===== config.mk =====
export PLATFORM = sky130hd
export DESIGN_NAME = sprite_draw_sequencer
export DESIGN_NICKNAME = d
export VERILOG_FILES = /design/src/rtl/draw_pkg.sv /design/src/rtl/sprite_obj_table.sv /design/src/rtl/sprite_draw_sequencer.sv
export SDC_FILE = /design/constraint.sdc
export NUM_CORES = 1
export LEC_CHECK = 0
export ABC_AREA = 1
export ABC_CLOCK_PERIOD_IN_PS = 2700
export CAP_MARGIN = 15
export CORE_ASPECT_RATIO = 1.1
export CORE_MARGIN = 4
export CORE_UTILIZATION = 45
export CTS_CLUSTER_DIAMETER = 150
export CTS_CLUSTER_SIZE = 40
export DETAILED_ROUTE_END_ITERATION = 16
export PLACE_DENSITY_LB_ADDON = 0.3
export SLEW_MARGIN = 20
export SYNTH_ARGS = -nofsm -noshare
export SYNTH_HDL_FRONTEND = slang
export SYNTH_SLANG_ARGS = --single-unit

===== constraint.sdc =====
create_clock -name clk -period 2.7 [get_ports clk]
set_input_delay 0.54 -clock clk [delete_from_list [all_inputs] [get_ports clk]]
set_output_delay 0.54 -clock clk [all_outputs]
set_load 0.01 [all_outputs]

===== src/rtl/draw_pkg.sv =====
// Shared definitions for the sprite drawing pipeline: table sizing,
// coordinate widths, ROM sprite ids and the sequencer state encoding.
package draw_pkg;

    localparam int NUM_OBJ = 8;
    localparam int IDX_W   = 3;
    localparam int COORD_W = 10;
    localparam int SPR_W   = 2;

    // Sprite ROM image ids
    localparam logic [SPR_W-1:0] SPR_SHIP   = 2'd0;
    localparam logic [SPR_W-1:0] SPR_AST_L  = 2'd1;
    localparam logic [SPR_W-1:0] SPR_AST_S  = 2'd2;
    localparam logic [SPR_W-1:0] SPR_BULLET = 2'd3;

    // Sequencer states: erase pass (E_*) then draw pass (D_*)
    typedef enum logic [2:0] {
        S_IDLE    = 3'd0,
        S_E_ISSUE = 3'd1,
        S_E_WLO   = 3'd2,
        S_E_WHI   = 3'd3,
        S_D_ISSUE = 3'd4,
        S_D_WLO   = 3'd5,
        S_D_WHI   = 3'd6,
        S_DONE    = 3'd7
    } seq_state_t;

endpackage


===== src/rtl/sprite_obj_table.sv =====
// Object table for the sprite sequencer. Holds three copies of every slot:
// live (written by the game at any time), cur (frame snapshot being drawn)
// and prev (what is currently on screen, used by the erase pass).
module sprite_obj_table
    import draw_pkg::*;
#(
    parameter int N_OBJ = NUM_OBJ,
    parameter int I_W   = IDX_W,
    parameter int C_W   = COORD_W,
    parameter int S_W   = SPR_W
) (
    input  logic           clk,
    input  logic           reset_n,
    input  logic           we,
    input  logic [I_W-1:0] wr_idx,
    input  logic [C_W-1:0] wr_x,
    input  logic [C_W-1:0] wr_y,
    input  logic [S_W-1:0] wr_spr,
    input  logic           wr_active,
    input  logic           snapshot,
    input  logic           commit,
    input  logic [I_W-1:0] rd_idx,
    input  logic           rd_draw,
    output logic [C_W-1:0] rd_x,
    output logic [C_W-1:0] rd_y,
    output logic [S_W-1:0] rd_spr,
    output logic           rd_active
);

    logic [C_W-1:0] live_x   [N_OBJ];
    logic [C_W-1:0] live_y   [N_OBJ];
    logic [S_W-1:0] live_spr [N_OBJ];
    logic           live_act [N_OBJ];
    logic [C_W-1:0] cur_x    [N_OBJ];
    logic [C_W-1:0] cur_y    [N_OBJ];
    logic [S_W-1:0] cur_spr  [N_OBJ];
    logic           cur_act  [N_OBJ];
    logic [C_W-1:0] prev_x   [N_OBJ];
    logic [C_W-1:0] prev_y   [N_OBJ];
    logic [S_W-1:0] prev_spr [N_OBJ];
    logic           prev_act [N_OBJ];

    // Live table: game writes land on the edge; a snapshot on the same edge
    // still copies the old value because cur reads live before the update.
    always_ff @(posedge clk or negedge reset_n) begin
        if (!reset_n) begin
            for (int i = 0; i < N_OBJ; i++) begin
                live_x[i]   <= '0;
                live_y[i]   <= '0;
                live_spr[i] <= '0;
                live_act[i] <= 1'b0;
            end
        end else if (we) begin
            live_x[wr_idx]   <= wr_x;
            live_y[wr_idx]   <= wr_y;
            live_spr[wr_idx] <= wr_spr;
            live_act[wr_idx] <= wr_active;
        end
    end

    // Frame snapshot: whole live table copied into cur at frame accept.
    always_ff @(posedge clk or negedge reset_n) begin
        if (!reset_n) begin
            for (int i = 0; i < N_OBJ; i++) begin
                cur_x[i]   <= '0;
                cur_y[i]   <= '0;
                cur_spr[i] <= '0;
                cur_act[i] <= 1'b0;
            end
        end else if (snapshot) begin
            for (int i = 0; i < N_OBJ; i++) begin
                cur_x[i]   <= live_x[i];
                cur_y[i]   <= live_y[i];
                cur_spr[i] <= live_spr[i];
                cur_act[i] <= live_act[i];
            end
        end
    end

    // Commit of a finished draw slot (at the read index) so the next frame
    // erases exactly what was drawn; inactive slots clear their prev entry.
    always_ff @(posedge clk or negedge reset_n) begin
        if (!reset_n) begin
            for (int i = 0; i < N_OBJ; i++) begin
                prev_x[i]   <= '0;
                prev_y[i]   <= '0;
                prev_spr[i] <= '0;
                prev_act[i] <= 1'b0;
            end
        end else if (commit) begin
            prev_x[rd_idx]   <= cur_x[rd_idx];
            prev_y[rd_idx]   <= cur_y[rd_idx];
            prev_spr[rd_idx] <= cur_spr[rd_idx];
            prev_act[rd_idx] <= cur_act[rd_idx];
        end
    end

    // Read mux: the draw pass reads the snapshot, the erase pass reads prev.
    always_comb begin
        rd_x      = prev_x[rd_idx];
        rd_y      = prev_y[rd_idx];
        rd_spr    = prev_spr[rd_idx];
        rd_active = prev_act[rd_idx];
        if (rd_draw) begin
            rd_x      = cur_x[rd_idx];
            rd_y      = cur_y[rd_idx];
            rd_spr    = cur_spr[rd_idx];
            rd_active = cur_act[rd_idx];
        end
    end

endmodule


===== src/rtl/sprite_draw_sequencer.sv =====
// Frame sequencer in front of draw_sprite: each frame erases every object
// at its previous position, then draws every active object at its current
// position, one job at a time through the plot / draw_done handshake.
module sprite_draw_sequencer
    import draw_pkg::*;
#(
    parameter int NUM_OBJ = draw_pkg::NUM_OBJ,
    parameter int IDX_W   = draw_pkg::IDX_W,
    parameter int COORD_W = draw_pkg::COORD_W,
    parameter int SPR_W   = draw_pkg::SPR_W
) (
    input  logic               clk,
    input  logic               reset_n,
    input  logic               obj_we,
    input  logic [IDX_W-1:0]   obj_idx,
    input  logic [COORD_W-1:0] obj_x,
    input  logic [COORD_W-1:0] obj_y,
    input  logic [SPR_W-1:0]   obj_spr,
    input  logic               obj_active,
    input  logic               frame_tick,
    input  logic               draw_done,
    output logic               plot,
    output logic [COORD_W-1:0] x_pos,
    output logic [COORD_W-1:0] y_pos,
    output logic [SPR_W-1:0]   spr_sel,
    output logic               erase,
    output logic               busy,
    output logic               frame_done,
    output logic               frame_overrun
);

    localparam logic [IDX_W-1:0] LAST_IDX = IDX_W'(NUM_OBJ - 1);

    seq_state_t         state, state_n;
    logic [IDX_W-1:0]   index, index_n;
    logic               plot_n, erase_n, busy_n, done_n, overrun_n;
    logic [COORD_W-1:0] x_n, y_n;
    logic [SPR_W-1:0]   spr_n;
    logic               snapshot, commit, rd_draw;
    logic [COORD_W-1:0] rd_x, rd_y;
    logic [SPR_W-1:0]   rd_spr;
    logic               rd_active;

    assign rd_draw = (state == S_D_ISSUE) || (state == S_D_WLO) || (state == S_D_WHI);

    sprite_obj_table #(
        .N_OBJ (NUM_OBJ),
        .I_W   (IDX_W),
        .C_W   (COORD_W),
        .S_W   (SPR_W)
    ) u_table (
        .clk       (clk),
        .reset_n   (reset_n),
        .we        (obj_we),
        .wr_idx    (obj_idx),
        .wr_x      (obj_x),
        .wr_y      (obj_y),
        .wr_spr    (obj_spr),
        .wr_active (obj_active),
        .snapshot  (snapshot),
        .commit    (commit),
        .rd_idx    (index),
        .rd_draw   (rd_draw),
        .rd_x      (rd_x),
        .rd_y      (rd_y),
        .rd_spr    (rd_spr),
        .rd_active (rd_active)
    );

    // State, slot index and all registered outputs; reset abandons a frame.
    always_ff @(posedge clk or negedge reset_n) begin
        if (!reset_n) begin
            state         <= S_IDLE;
            index         <= '0;
            plot          <= 1'b0;
            erase         <= 1'b0;
            busy          <= 1'b0;
            frame_done    <= 1'b0;
            frame_overrun <= 1'b0;
            x_pos         <= '0;
            y_pos         <= '0;
            spr_sel       <= '0;
        end else begin
            state         <= state_n;
            index         <= index_n;
            plot          <= plot_n;
            erase         <= erase_n;
            busy          <= busy_n;
            frame_done    <= done_n;
            frame_overrun <= overrun_n;
            x_pos         <= x_n;
            y_pos         <= y_n;
            spr_sel       <= spr_n;
        end
    end

    // Next state and next outputs. Job fields are only reloaded on issue so
    // draw_sprite sees them stable for the whole job. A slot is only issued
    // while draw_done is high, otherwise the issue state holds.
    always_comb begin
        state_n   = state;
        index_n   = index;
        plot_n    = 1'b0;
        erase_n   = erase;
        busy_n    = busy;
        done_n    = 1'b0;
        overrun_n = frame_tick && (state != S_IDLE);
        x_n       = x_pos;
        y_n       = y_pos;
        spr_n     = spr_sel;
        snapshot  = 1'b0;
        commit    = 1'b0;

        case (state)
            S_IDLE: begin
                if (frame_tick) begin
                    snapshot = 1'b1;
                    index_n  = '0;
                    busy_n   = 1'b1;
                    state_n  = S_E_ISSUE;
                end
            end
            S_E_ISSUE: begin
                if (draw_done) begin
                    if (rd_active) begin
                        plot_n  = 1'b1;
                        erase_n = 1'b1;
                        x_n     = rd_x;
                        y_n     = rd_y;
                        spr_n   = rd_spr;
                        state_n = S_E_WLO;
                    end else if (index == LAST_IDX) begin
                        index_n = '0;
                        state_n = S_D_ISSUE;
                    end else begin
                        index_n = index + IDX_W'(1);
                    end
                end
            end
            S_E_WLO: begin
                if (!draw_done) state_n = S_E_WHI;
            end
            S_E_WHI: begin
                if (draw_done) begin
                    if (index == LAST_IDX) begin
                        index_n = '0;
                        state_n = S_D_ISSUE;
                    end else begin
                        index_n = index + IDX_W'(1);
                        state_n = S_E_ISSUE;
                    end
                end
            end
            S_D_ISSUE: begin
                if (draw_done) begin
                    if (rd_active) begin
                        plot_n  = 1'b1;
                        erase_n = 1'b0;
                        x_n     = rd_x;
                        y_n     = rd_y;
                        spr_n   = rd_spr;
                        state_n = S_D_WLO;
                    end else begin
                        commit = 1'b1;
                        if (index == LAST_IDX) begin
                            index_n = '0;
                            state_n = S_DONE;
                        end else begin
                            index_n = index + IDX_W'(1);
                        end
                    end
                end
            end
            S_D_WLO: begin
                if (!draw_done) state_n = S_D_WHI;
            end
            S_D_WHI: begin
                if (draw_done) begin
                    commit = 1'b1;
                    if (index == LAST_IDX) begin
                        index_n = '0;
                        state_n = S_DONE;
                    end else begin
                        index_n = index + IDX_W'(1);
                        state_n = S_D_ISSUE;
                    end
                end
            end
            S_DONE: begin
                done_n  = 1'b1;
                busy_n  = 1'b0;
                state_n = S_IDLE;
            end
            default: begin
                state_n = S_IDLE;
            end
        endcase
    end

endmodule


==> results of run 1 <==
==> what timing repair did <==
item                                    in CTS  in global routing
resized for setup                            0                  9
hold buffers                                 1                  0
endpoints found under the setup margin       0                168
endpoints found under the hold margin       43                  0
==> stage by stage <==
stage               hold slack (ns)  TNS [ns]
detailed placement            0.458         0
finish                        0.487         0
floorplan                     0.244         0
CTS                           0.488         0
global placement              0.453         0
global route                  0.500  -0.00577
==> state kept, by name, summed over array words and instances, names as in the netlist <==
| name | flops |
|---|---|
| busy | 1 |
| erase | 1 |
| frame_done | 1 |
| frame_overrun | 1 |
| index | 3 |
| plot | 1 |
| spr_sel | 2 |
| state | 3 |
| u_table.cur_act | 8 |
| u_table.cur_spr | 16 |
| u_table.cur_x | 80 |
| u_table.cur_y | 80 |
| u_table.live_act | 8 |
| u_table.live_spr | 16 |
| u_table.live_x | 80 |
| u_table.live_y | 80 |
| u_table.prev_act | 8 |
| u_table.prev_spr | 16 |
| u_table.prev_x | 80 |
| u_table.prev_y | 80 |
| x_pos | 10 |
| y_pos | 10 |
==> worst min-delay path, stage by stage, from the launching register on <==
cell	delay, ns
dfrtp_1	0.36
nand2_1	0.05
nand2_1	0.05
==> routing by layer <==
layer  up-vias  track usage (%)
li1       9344                -
met1      9730             32.2
met2       572             36.3
met3        94             2.38
met4         2             4.41
met5         -                0
==> logic make-up after synthesis <==
kind of cell / Yosys count / share of synthesized area, %
AO/OA/AOI/OAI: 471 / 10.1
adder cells (fa/ha/maj): 2 / 0.100
buffers and inverters: 387 / 6.77
flip-flops: 585 / 58.6
AND/OR/NAND/NOR: 1506 / 24.5
==> cell usage after synthesis <==
cell type and n:
o22ai_1 55, inv_2 5, or2_2 2, nand3b_1 1, nand2_4 5, o31ai_1 1
nand2_2 5, buf_4 25, o21ai_1 1, nor3b_1 1, ha_1 2, buf_2 53
nor2_2 2, o211ai_1 1, clkinv_1 2, buf_8 1, nand3_1 214, buf_6 9
dfrtp_1 585, buf_1 10, nor3_1 2, o2bb2ai_1 3, nand3_2 1, nand2_1 1158
nand4_1 23, clkbuf_1 77, a21oi_1 37, a31oi_1 1, inv_1 205, nand4_2 7
o2111ai_1 1, o21ai_0 342, a22oi_1 27, nor2_1 85, a22o_1 2
==> power breakdown <==
group	leakage, nW	internal [mW]	switching, mW
registers	7.62	11.2	1.15
clock network	0.241	1.30	2.59
logic	5.74	2.61	5.84
==> worst paths after layout <==
kind | slack, ns | to | cells after the start
min | 0.49 | u_table.cur_spr[1] | 2
min in group asynchronous | 0.52 | u_table.prev_x[49] | 2
min reg2reg | 0.49 | u_table.cur_spr[1] | 2
max reg2reg | 0.16 | x_pos[0] | 12
max | 0.16 | x_pos[0] | 12
max in group asynchronous | 1.31 | u_table.cur_x[67] | 3
==> layout make-up <==
type                       count  area share, %
clock buffer                  19           1.75
clock inverter                 1         0.0598
inverter                     212           2.94
multi-input combinational   1979           32.1
sequential                   585           53.9
tap                          736           3.39
timing repair buffer         136           5.89
==> out/metrics.cfg, run 1 <==
[yosys]
ys_ff_latch=585
synth_cells=2951
synthesis.area_um2=25000
yosys_warnings=0
synth_top_area_share_pct=58.6
yosysUniqueCellTypes=35
synth_area_leaders=dfrtp_1 (59%), nand2_1 (17%), o21ai_0 (6.8%)
synth_nets=2984
yosys.area.top_type=dfrtp_1
yosysSeqAreaShare_pct=58.6
syn_area_per_cell_um2=8.47

[pwr]
powerDensity_nw_per_um2=907
ir_worst_vdd_v=0.000422
p_leak_nw=13.6
p_total_mw=24.6

[die]
core_area_um2=55000
dieArea_um2=59400
rows=90
dieWidth_um=233
io_pins=58
start_util_pct=45.5
die_y_um=255

[timing]
finalMaxSlewViolations=0
setup_viol=0
rsz0062_at_grt=true
final.min_clock_period_ns=2.54
maxSlewHeadroom_pct=27.2
hold_viol_final=0
fmax_mhz=394
worst_slew_pin_slew_ns=1.09
setup_slack_ns=0.165
period_share_pct=93.9
skew_ns=0.0237

[layout]
drive_above_1_share_pct=4.74
diodes=0
final_cell_count_no_fill=3668
nFillCells=5298
multiInputGateArea_um2=8720
layout_common_cells=nand2_1 (1,154), dfrtp_1 (583), o21ai_0 (342)
final_common_cell=nand2_1
nets=2965
regArea_um2=14600
design_area_um2=27200
final_util_pct=49.5
areaGrowthSynthToFinish_pct=8.74

[routing]
routed_wl_um=65500
wl_met2_um=30500
vias=19700
first_pass_iters=7
wl_met3_um=3540
drcViolationCount=0
wl_per_cell_um=17.9
ant_nets=0
drtIter0Drc=2129
vias_per_cell=5.38
met1Wirelength_um=30100
routed.top_layer=met5

[place]
portBuffers=57
gp_congestion=0.871
post-place-ws_ns=0.0642
dp.cells=3646
postPlaceCellArea_um2=26600
hpwl_um=39900

[setup_path]
endpoint_kind=register
crit_family=simple AND/OR/NAND/NOR gates
max_stage_delay_ns=0.50
crit_buf_inv=4
cp_common_cell=nand2_1
worst_setup_path_start_kind=register
crit_chain=buf_4, nand3_1, buf_4, inv_2, buf_4, nand2_1, nor3b_1, nand2_1, nand2_1, nand2_1, nand2_1, nand2_1
criticalPathCategory=reg2reg
cp.arrival_ns=3.04
startpoint=index[0]
r2r-start=index[0]
crit_required_ns=3.20
slowest_stage=dfrtp_2
cp_max_fo=28

[run]
maxCapViolCount=0

[clocking]
numCtsBuffers=18
cts.sinks=585
cts_tree=built
clk_path_buf_depth=3
clk_latency_ns=0.59
htree_levels=1
clk_pin_slew_ns=0.15
post_cts_buffers=0
root_buffer=clkbuf_16

[grt]
grt_max_degree=164
grt_remaining_overflow=0
grt_pass1_wl_um=106000
grt_use_total_pct=22.1
antenna_found_initial=1
grt_pass1_vias=19100

[worst_hold_path]
hold_path_class=reg2reg
min-delay-start=u_table.live_spr[1]

[status]
status=finished clean

(Power assumes the default switching activity.)
==> inputs of run 2 (changes only) <==
- ABC_AREA: 1 -> not set
- CORE_UTILIZATION: 45 -> 60
==> out/metrics.cfg, run 2 <==
[status]
status=finished clean

[timing]
worst_slew_pin_slew_ns=0.565
maxSlewHeadroom_pct=62.3
skew_ns=0.0328
setup-tns-final_ns=0
setup_viol=0
hold_viol_final=0
fmax_mhz=389
finalMaxSlewViolations=0
hold_slack_ns=0.491
rsz0062_at_grt=false
period_share_pct=95.1
final.min_clock_period_ns=2.57

[grt]
use_met2_pct=43.6
grt_remaining_overflow=0
grt_pass1_vias=16000
antenna_found_initial=2
grt_max_degree=85
gr-usage-met3_pct=3.09
grt_pass1_wl_um=91200
busiest_layer=met2
grt_use_total_pct=25.9
gr-usage-met1_pct=37.3

[clocking]
cts.sinks=585
cts_tree=built
numCtsBuffers=18
post_cts_buffers=0
root_buffer=clkbuf_16
clk_latency_ns=0.58
clk_path_buf_depth=3
htree_levels=1
clk_pin_slew_ns=0.14

[setup_path]
crit_chain=mux4_1, mux2i_2, buf_12, o21ai_1, nand3_2, buf_12, mux2_2
max_stage_delay_ns=0.58
cp.arrival_ns=3.03
ff2ff_path_depth=7
worst_setup_path_start_kind=register
endpoint_kind=register
crit_required_ns=3.17
slowest_stage=mux4_1
cp_common_cell=buf_12
cp_max_fo=20
criticalPathCategory=reg2reg

[layout]
layout_common_cells=dfrtp_1 (582), mux2_2 (436), nand2_1 (213)
final_cell_count_no_fill=2459
areaGrowthSynthToFinish_pct=10.5
drive_above_1_share_pct=31.7
nets=1976
nFillCells=2910
final_common_cell=dfrtp_1

[yosys]
yosysUniqueCellTypes=61
synth_cells=1882
yosys_warnings=0
synth_top_area_share_pct=59.3
ys_ff_latch=585
synthesis.area_um2=24700
synth.most_common_cell=dfrtp_1
synth_nets=1915
async_flop_share_pct=100
yosysSeqAreaShare_pct=59.3
synth_area_leaders=dfrtp_1 (59%), mux2_2 (20%), o21ai_0 (4.0%)
yosys.area.top_type=dfrtp_1
synthFlopType=dfrtp_1
synthTopCellsByCount=dfrtp_1 (585), mux2_2 (436), nand2_1 (213)
synth-edff-count=0
syn_area_per_cell_um2=13.1

[pwr]
intPower_mw=18.0
power_switching_mw=9.56
seq_power_share_pct=47.2
comb_power_share_pct=38.9
powerDensity_nw_per_um2=1010
p_total_mw=27.5
p_leak_nw=11.8
clockPowerShare_pct=14.0
p_sw_share_pct=34.7
ir_worst_vdd_v=0.000761

[place]
portBuffers=57
hpwl_um=36800
gp_congestion=0.841
dp.cells=2435

[worst_hold_path]
hold_path_class=reg2reg
min_path_cells=2

[routing]
first_pass_iters=5
drtIter0Drc=1332
ant_nets=0
routed_wl_um=57400
wl_per_cell_um=23.3
vias_per_cell=6.32
vias=15600
drcViolationCount=0

[die]
io_pins=58
rows=77
core_area_um2=40500
dieWidth_um=201
die_y_um=221
start_util_pct=61.0
dieArea_um2=44500

[run]
maxCapViolCount=0

run 2: cell types whose count changed after synthesis, moves of 25 or more:
cell / delta
nand2_1: -945
mux2_2: +436
nand3_1: -206
inv_1: -195
o21ai_0: -146
nor2_1: -68
o22ai_1: -49
mux2i_1: +36
a221oi_1: +34
buf_2: -28
a21oi_1: -25
run 2: final timing paths:
path                                    start                 end  slack [ns]
setup reg to reg                     index[1]            y_pos[8]        0.13
hold reg to reg            u_table.prev_y[48]  u_table.prev_y[48]        0.49
hold / removal             u_table.prev_y[48]  u_table.prev_y[48]        0.49
min in group asynchronous             reset_n   u_table.prev_y[7]        0.51
max in group asynchronous             reset_n  u_table.live_x[56]        1.32
setup / recovery                     index[1]            y_pos[8]        0.13
run 2: cell type report:
cell class              count  area, um^2  area share, %
flip-flops and latches    585       14700           53.7
repair buffers            174        1880           6.90
inverters                  12        45.0          0.165
clock buffers              21         483           1.77
well taps                 513         642           2.35
diodes                      1        2.50        0.00917
clock inverters             1        16.3         0.0596
multi-input cells        1152        9560           35.0
run 2: layer usage:
layer | up-vias | part of all wire [%] | wire, um
met5 | - | 0.023 | 13
met4 | 2 | 1.9 | 1080
met3 | 73 | 5.6 | 3210
met2 | 468 | 49 | 27900
met1 | 8127 | 44 | 25200
li1 | 6881 | - | -
run 2: cells by family (layout without fill, tap and decap cells):
family / count (synthesis) / count (layout) / share of synthesized area, %
DFF: 585 / 585 / 59.3
muxes: 498 / 498 / 23.6
AOI/OAI and AO/OA: 367 / 367 / 9.62
and+or+nand+nor: 285 / 285 / 4.89
buffers and inverters: 145 / 208 / 2.48
adders and majority gates: 2 / 2 / 0.101
other: 0 / 1 / 0
run 2: power groups by stage:
stage	registers (mW)	clock network [mW]	logic [mW]
floorplan	12.6	0	6.72
global placement	12.9	0	10.3
detailed placement	13.2	0	10.6
CTS	13.0	3.91	10.7
global route	13.3	4.22	11.5
finish	13.0	3.84	10.7
run 2: what timing repair did:
action,in CTS,in global routing
resized for setup,0,1
setup endpoints to repair,0,5
hold endpoints to repair,58,0
hold buffers,1,0
run 2: critical path, delay by kind of cell, from the launching register on:
family / cells / cell delay [ns]
flip-flops: 1 / 0.52
buffers and inverters: 2 / 0.37
multiplexers: 3 / 1.16
AND/OR/NAND/NOR: 1 / 0.19
AO/OA/AOI/OAI: 1 / 0.21
run 2: metrics by stage:
step	worst slack, ns	cell area, um^2	utilization [%]
after CTS	0.0974	27300	67.4
after global placement	0.156	26800	66.1
final	0.131	27300	67.4
after floorplan	0.431	24700	-
after global routing	0.0253	27300	67.4
after detailed placement	0.125	26800	66.1
